### config.mk
export PLATFORM = sky130hd
export DESIGN_NAME = pipe_ctrl
export DESIGN_NICKNAME = d
export VERILOG_FILES = /design/src/rtl/pipe_ctrl.sv
export SDC_FILE = /design/constraint.sdc
export NUM_CORES = 1
export LEC_CHECK = 0
export BUFFER_PORTS_ARGS = -buffer_cell sky130_fd_sc_hd__buf_2
export CAP_MARGIN = 20
export CORE_ASPECT_RATIO = 0.9
export CORE_MARGIN = 2
export CORE_UTILIZATION = 54
export CTS_CLUSTER_DIAMETER = 40
export DETAILED_ROUTE_END_ITERATION = 10
export HOLD_SLACK_MARGIN = 0.1
export MAX_ROUTING_LAYER = met4
export PLACE_DENSITY = 0.82
export SYNTH_ARGS = -nofsm -noshare
export SYNTH_HDL_FRONTEND = slang
export SYNTH_SLANG_ARGS = --single-unit
### constraint.sdc
create_clock -name clk -period 2.5 [get_ports clk]
set_clock_uncertainty 0.05 [all_clocks]
set_input_delay 0.375 -clock clk [delete_from_list [all_inputs] [get_ports clk]]
set_output_delay 0.375 -clock clk [all_outputs]
set_load 0.01 [all_outputs]
### src/rtl/pipe_ctrl.sv
// Generic N-stage round-based pipeline sequencer: decides advance / load-use stall /
// jump flush each round and drives stage enables, bubbles, latch strobes, PC and counters.
module pipe_ctrl #(
    parameter int          NSTAGES  = 5,
    parameter int          EX_STAGE = 2,
    parameter logic [31:0] RESET_PC = 32'h0,
    parameter int          PC_STEP  = 4,
    parameter int          CNT_W    = 64
) (
    input  logic               clk,
    input  logic               rstn,
    input  logic [NSTAGES-1:0] stage_done,
    input  logic               hazard_lu,
    input  logic               jump_taken,
    input  logic [31:0]        jump_dest,
    output logic [NSTAGES-1:0] stage_en,
    output logic [NSTAGES-1:0] stage_bubble,
    output logic [NSTAGES-1:0] stage_latch,
    output logic [31:0]        pc,
    output logic               stalling,
    output logic [CNT_W-1:0]   retired,
    output logic [CNT_W-1:0]   stall_cnt,
    output logic [CNT_W-1:0]   flush_cnt
);

    localparam logic [NSTAGES-1:0] EN_RESET  = {{(NSTAGES-1){1'b0}}, 1'b1};
    localparam logic [NSTAGES-1:0] BUB_RESET = {{(NSTAGES-1){1'b1}}, 1'b0};
    localparam logic [31:0]        PC_INC    = 32'(PC_STEP);
    localparam logic [CNT_W-1:0]   CNT_ONE   = CNT_W'(1);

    typedef enum logic {
        ST_NORMAL,
        ST_STALL
    } state_t;

    typedef enum logic [1:0] {
        STEP_ADV,
        STEP_LU,
        STEP_JMP
    } step_t;

    state_t             state_reg, state_next;
    step_t              step_kind;
    logic [NSTAGES-1:0] en_reg, en_next;
    logic [NSTAGES-1:0] bubble_reg, bubble_next;
    logic [31:0]        pc_reg, pc_next;
    logic [CNT_W-1:0]   retired_reg, stall_cnt_reg, flush_cnt_reg;
    logic               ready;

    // Candidate next-round values for each of the three step kinds, built per stage.
    logic [NSTAGES-1:0] bub_adv, bub_lu, bub_jmp;
    logic [NSTAGES-1:0] en_adv, en_lu, en_jmp;
    logic [NSTAGES-1:0] lat_adv, lat_back;

    // Enables still high means the done levels are stale from the previous round.
    assign ready = (en_reg == '0) && (&(stage_done | bubble_reg));

    generate
        for (genvar gi = 0; gi < NSTAGES; gi++) begin : g_stage
            if (gi == 0) begin : g_fetch
                assign bub_adv[gi]  = 1'b0;
                assign bub_lu[gi]   = bubble_reg[gi];
                assign bub_jmp[gi]  = 1'b0;
                assign en_adv[gi]   = 1'b1;
                assign en_lu[gi]    = 1'b0;
                assign en_jmp[gi]   = 1'b1;
                assign lat_adv[gi]  = 1'b0;
                assign lat_back[gi] = 1'b0;
            end else if (gi < EX_STAGE) begin : g_front
                // On a load-use stall these stages keep their instruction and rerun it.
                assign bub_adv[gi]  = bubble_reg[gi-1];
                assign bub_lu[gi]   = bubble_reg[gi];
                assign bub_jmp[gi]  = 1'b1;
                assign en_adv[gi]   = ~bubble_reg[gi-1];
                assign en_lu[gi]    = ~bubble_reg[gi];
                assign en_jmp[gi]   = 1'b0;
                assign lat_adv[gi]  = 1'b1;
                assign lat_back[gi] = 1'b0;
            end else if (gi == EX_STAGE) begin : g_ex
                assign bub_adv[gi]  = bubble_reg[gi-1];
                assign bub_lu[gi]   = 1'b1;
                assign bub_jmp[gi]  = 1'b1;
                assign en_adv[gi]   = ~bubble_reg[gi-1];
                assign en_lu[gi]    = 1'b0;
                assign en_jmp[gi]   = 1'b0;
                assign lat_adv[gi]  = 1'b1;
                assign lat_back[gi] = 1'b0;
            end else begin : g_back
                // Past EX the pipeline always drains forward, whatever the step kind.
                assign bub_adv[gi]  = bubble_reg[gi-1];
                assign bub_lu[gi]   = bubble_reg[gi-1];
                assign bub_jmp[gi]  = bubble_reg[gi-1];
                assign en_adv[gi]   = ~bubble_reg[gi-1];
                assign en_lu[gi]    = ~bubble_reg[gi-1];
                assign en_jmp[gi]   = ~bubble_reg[gi-1];
                assign lat_adv[gi]  = 1'b1;
                assign lat_back[gi] = 1'b1;
            end
        end
    endgenerate

    always_comb begin
        state_next  = state_reg;
        step_kind   = STEP_ADV;
        en_next     = en_adv;
        bubble_next = bub_adv;
        pc_next     = pc_reg + PC_INC;

        if (state_reg == ST_STALL) begin
            step_kind  = STEP_ADV;
            state_next = ST_NORMAL;
        end else if (hazard_lu && !bubble_reg[EX_STAGE]) begin
            step_kind  = STEP_LU;
            state_next = ST_STALL;
        end else if (jump_taken && !bubble_reg[EX_STAGE]) begin
            step_kind = STEP_JMP;
        end

        case (step_kind)
            STEP_LU: begin
                en_next     = en_lu;
                bubble_next = bub_lu;
                pc_next     = pc_reg;
            end
            STEP_JMP: begin
                en_next     = en_jmp;
                bubble_next = bub_jmp;
                pc_next     = jump_dest;
            end
            default: begin
                en_next     = en_adv;
                bubble_next = bub_adv;
                pc_next     = pc_reg + PC_INC;
            end
        endcase
    end

    always_comb begin
        stage_latch = '0;
        if (ready) begin
            stage_latch = (step_kind == STEP_ADV) ? lat_adv : lat_back;
        end
    end

    always_ff @(posedge clk or negedge rstn) begin
        if (!rstn) begin
            state_reg     <= ST_NORMAL;
            en_reg        <= EN_RESET;
            bubble_reg    <= BUB_RESET;
            pc_reg        <= RESET_PC;
            retired_reg   <= '0;
            stall_cnt_reg <= '0;
            flush_cnt_reg <= '0;
        end else if (ready) begin
            state_reg  <= state_next;
            en_reg     <= en_next;
            bubble_reg <= bubble_next;
            pc_reg     <= pc_next;
            if (!bubble_reg[NSTAGES-1]) begin
                retired_reg <= retired_reg + CNT_ONE;
            end
            if (step_kind == STEP_LU) begin
                stall_cnt_reg <= stall_cnt_reg + CNT_ONE;
            end
            if (step_kind == STEP_JMP) begin
                flush_cnt_reg <= flush_cnt_reg + CNT_ONE;
            end
        end else begin
            en_reg <= '0;
        end
    end

    assign stage_en     = en_reg;
    assign stage_bubble = bubble_reg;
    assign pc           = pc_reg;
    assign stalling     = (state_reg == ST_STALL);
    assign retired      = retired_reg;
    assign stall_cnt    = stall_cnt_reg;
    assign flush_cnt    = flush_cnt_reg;

endmodule

==> flow_summary.json <==
{
  "place_congestion": 0.911,
  "crit_fanout": 27,
  "grt_max_degree": 75,
  "io_buffers": 278,
  "ff2ff_setup_slack_ns": 0.09,
  "start_kind": "flop",
  "hold_viol": 0,
  "overflow": 0,
  "p_switching_w": 0.00326,
  "drive_gt1_share_pct": 28.1,
  "wl_mm": 32.4,
  "fmax_ghz": 0.416,
  "grt_pass1_vias": 10100,
  "dp_hpwl_mm": 22.6,
  "synth_warnings": 0,
  "power_w": 0.0115,
  "wl_per_cell_um": 17.6,
  "r2r-start": "stalling",
  "p_int_w": 0.00822,
  "synth_seq_cells": 234,
  "cts_sinks": 234,
  "drv_cap": 0,
  "clock_tree.buffer_depth": 3,
  "core_sq_um": 21400,
  "p_leak_nw": 7.83,
  "synth-seq-area-share_pct": 50.1,
  "tritoncts": "done",
  "end_kind": "flop",
  "worstSetupStartpoint": "stalling",
  "cts-htree-levels": 2,
  "placedInstanceArea_sq_um": 13700,
  "yosysTopAreaCellShare_pct": 49.0,
  "p_clk_share_pct": 45.6,
  "rows": 51,
  "hold_ws_ns": 0.127,
  "pwr-share-seq_pct": 39.8,
  "max_slew_margin_pct": 52.4,
  "numCtsBuffers": 36,
  "worstHoldPathType": "input port to flop",
  "slew_viol_final": 0,
  "die_h_um": 144,
  "die-area_sq_um": 22900,
  "rr_endpoint": "flush_cnt[53]",
  "fin_crit_ns": 2.41,
  "synth_edf_count": 0,
  "final_nets": 1559,
  "drc": 0,
  "ir_drop_v": 0.000578,
  "switching_share_pct": 28.4,
  "ant_nets": 0,
  "clkSlewWorstSetupHoldPaths_ns": 0.05,
  "crit_required_ns": 2.85,
  "comb_power_share_pct": 14.6,
  "dr.pass1.iters": 5,
  "rr_worst_depth": 6,
  "io-pin-count": 281,
  "fin_area_sq_um": 15200,
  "track_usage_pct": 28.5,
  "yosysTopAreaCell": "dfrtp_1",
  "cp-endpoint": "flush_cnt[53]",
  "start_util_pct": 54.6,
  "dr.first_iter.drc_count": 755,
  "grt_pass1_wl_mm": 51.7,
  "arrival_ns": 2.75,
  "status": "completed",
  "insertion_delay_ns": 0.50,
  "ys_top_cells_by_area": "dfrtp_1 49%, xor2_1 11%, nor3_1 4.3%",
  "synth.cell_area_sq_um": 11700,
  "synthCells": 1180,
  "synthDistinctLibCells": 61,
  "root_buffer": "clkbuf_16",
  "critPathKind": "flop to flop",
  "power_density_nw_per_um2": 756,
  "via_per_inst": 5.77,
  "rsz0062_at_grt": "yes",
  "area_growth_pct": 29.7,
  "setup_viol": 0,
  "ys_async_sr_fraction_pct": 100,
  "vias": 10600,
  "synth_flop_cell": "dfrtp_1",
  "die_x_um": 159,
  "worst_pin_slew_ns": 0.707,
  "antenna_found_initial": 2,
  "postSynthAreaPerCell_sq_um": 9.91,
  "fin_crit_sh_pct": 96.2
}
## logic make-up after synthesis
kind of cell	after synthesis	share of synthesized area, %
buf+inv	91	3.40
xor+xnor	189	14.1
simple gates	572	26.4
other cells	1	0.0321
compound gates	84	5.01
fa+ha+maj	4	0.428
flops	234	50.1
mux	5	0.481
## cell type report
| class | instances | area, sq um |
|---|---|---|
| fill | 1662 | 6270 |
| sequential | 234 | 5860 |
| multi-input combinational | 856 | 5510 |
| timing repair buffer | 345 | 2000 |
| clock buffer | 46 | 1010 |
| tap | 291 | 364 |
| clock inverter | 18 | 262 |
| inverter | 41 | 159 |
| antenna | 2 | 5.00 |
## cells in the mapped netlist, drive strengths merged, types with 5 or more instances
library cell and n:
a21oi 5, a22oi 7, a31oi 7, a32oi 5, and2 7, and3 22
and4 6, buf 24, clkbuf 26, dfrtp 229, dfstp 5, inv 40
mux2 5, nand2 114, nand3 81, nand4 70, nor2 75, nor3 104
nor4 68, o21ai 25, o311ai 9, xnor2 46, xor2 143
## placed cells by master, fill, tap and decap left out, types with 5 or more instances in the layout
master         count
clkbuf_16         37
and3_1            22
dfstp_2            5
a31oi_1            7
nand2_1          113
buf_12             5
nor4_2             9
nor2_1            74
nand4_1           66
dlygate4sd3_1     13
o311ai_0           8
buf_4             48
mux2_2             5
a32oi_1            5
dfrtp_1          229
clkbuf_8           5
nor3_1           100
inv_1             38
a22oi_1            7
a21oi_1            5
buf_2            277
bufinv_16          5
nor4_4             5
and2_1             6
xnor2_1           46
and4_1             6
o21ai_0           25
xor2_1           143
nor4_1            54
nand3_1           79
## routing by layer
layer  vias to the layer above  GRT usage (%)  part of all wire [%]
met2                       457           43.5                    46
met3                        71           6.49                   7.8
li1                       4905              -                     -
met4                         0           10.3                   2.9
met1                      5148           37.8                    44
met5                         -              -                     0
## through the flow
step	TNS, ns	cells	util (%)	worst slack [ns]
2_1_floorplan	0	1181	-	0.222
3_3_place_gp	0	1748	63.7	0.141
3_5_place_dp	0	1748	63.7	0.0755
4_1_cts	0	1829	70.4	0.0146
5_1_grt	-0.0666	1833	70.8	-0.0246
6_report	0	1833	70.8	0.0938
## worst max-delay path, stage by stage, from the launching register on
cell,delay (ns)
dfrtp_1,0.45
or4b_1,0.59
nor3_2,0.25
nand4_2,0.11
buf_4,0.25
nor4_2,0.34
xor2_1,0.25
## how the worst min path moves through the flow
stage | start | to | slack, ns | cells past startpoint
after floorplan | rstn | flush_cnt[0] | 0.03 | 0
after CTS | jump_dest[19] | pc[19] | 0.11 | 3
after detailed placement | rstn | stall_cnt[34] | 0.28 | 1
final | jump_dest[19] | pc[19] | 0.13 | 3
after global placement | rstn | stall_cnt[40] | 0.28 | 1
after global routing | jump_dest[19] | pc[19] | 0.14 | 3
## repair_timing
action / CTS / global route
endpoints found under the hold margin: 67 / 0
pin swaps: 2 / 0
hold buffers: 13 / 0
resized for setup: 8 / 8
buffers inserted: 4 / 2
endpoints found under the setup margin: 5 / 11
## power groups by stage
stage	sequential (W)	combinational (W)	clock (W)
after floorplan	0.00464	0.000751	0
after detailed placement	0.00460	0.00155	0
after global routing	0.00463	0.00183	0.00552
after global placement	0.00459	0.00151	0
final	0.00457	0.00167	0.00524
after CTS	0.00455	0.00162	0.00531
(Power assumes the default switching activity.)
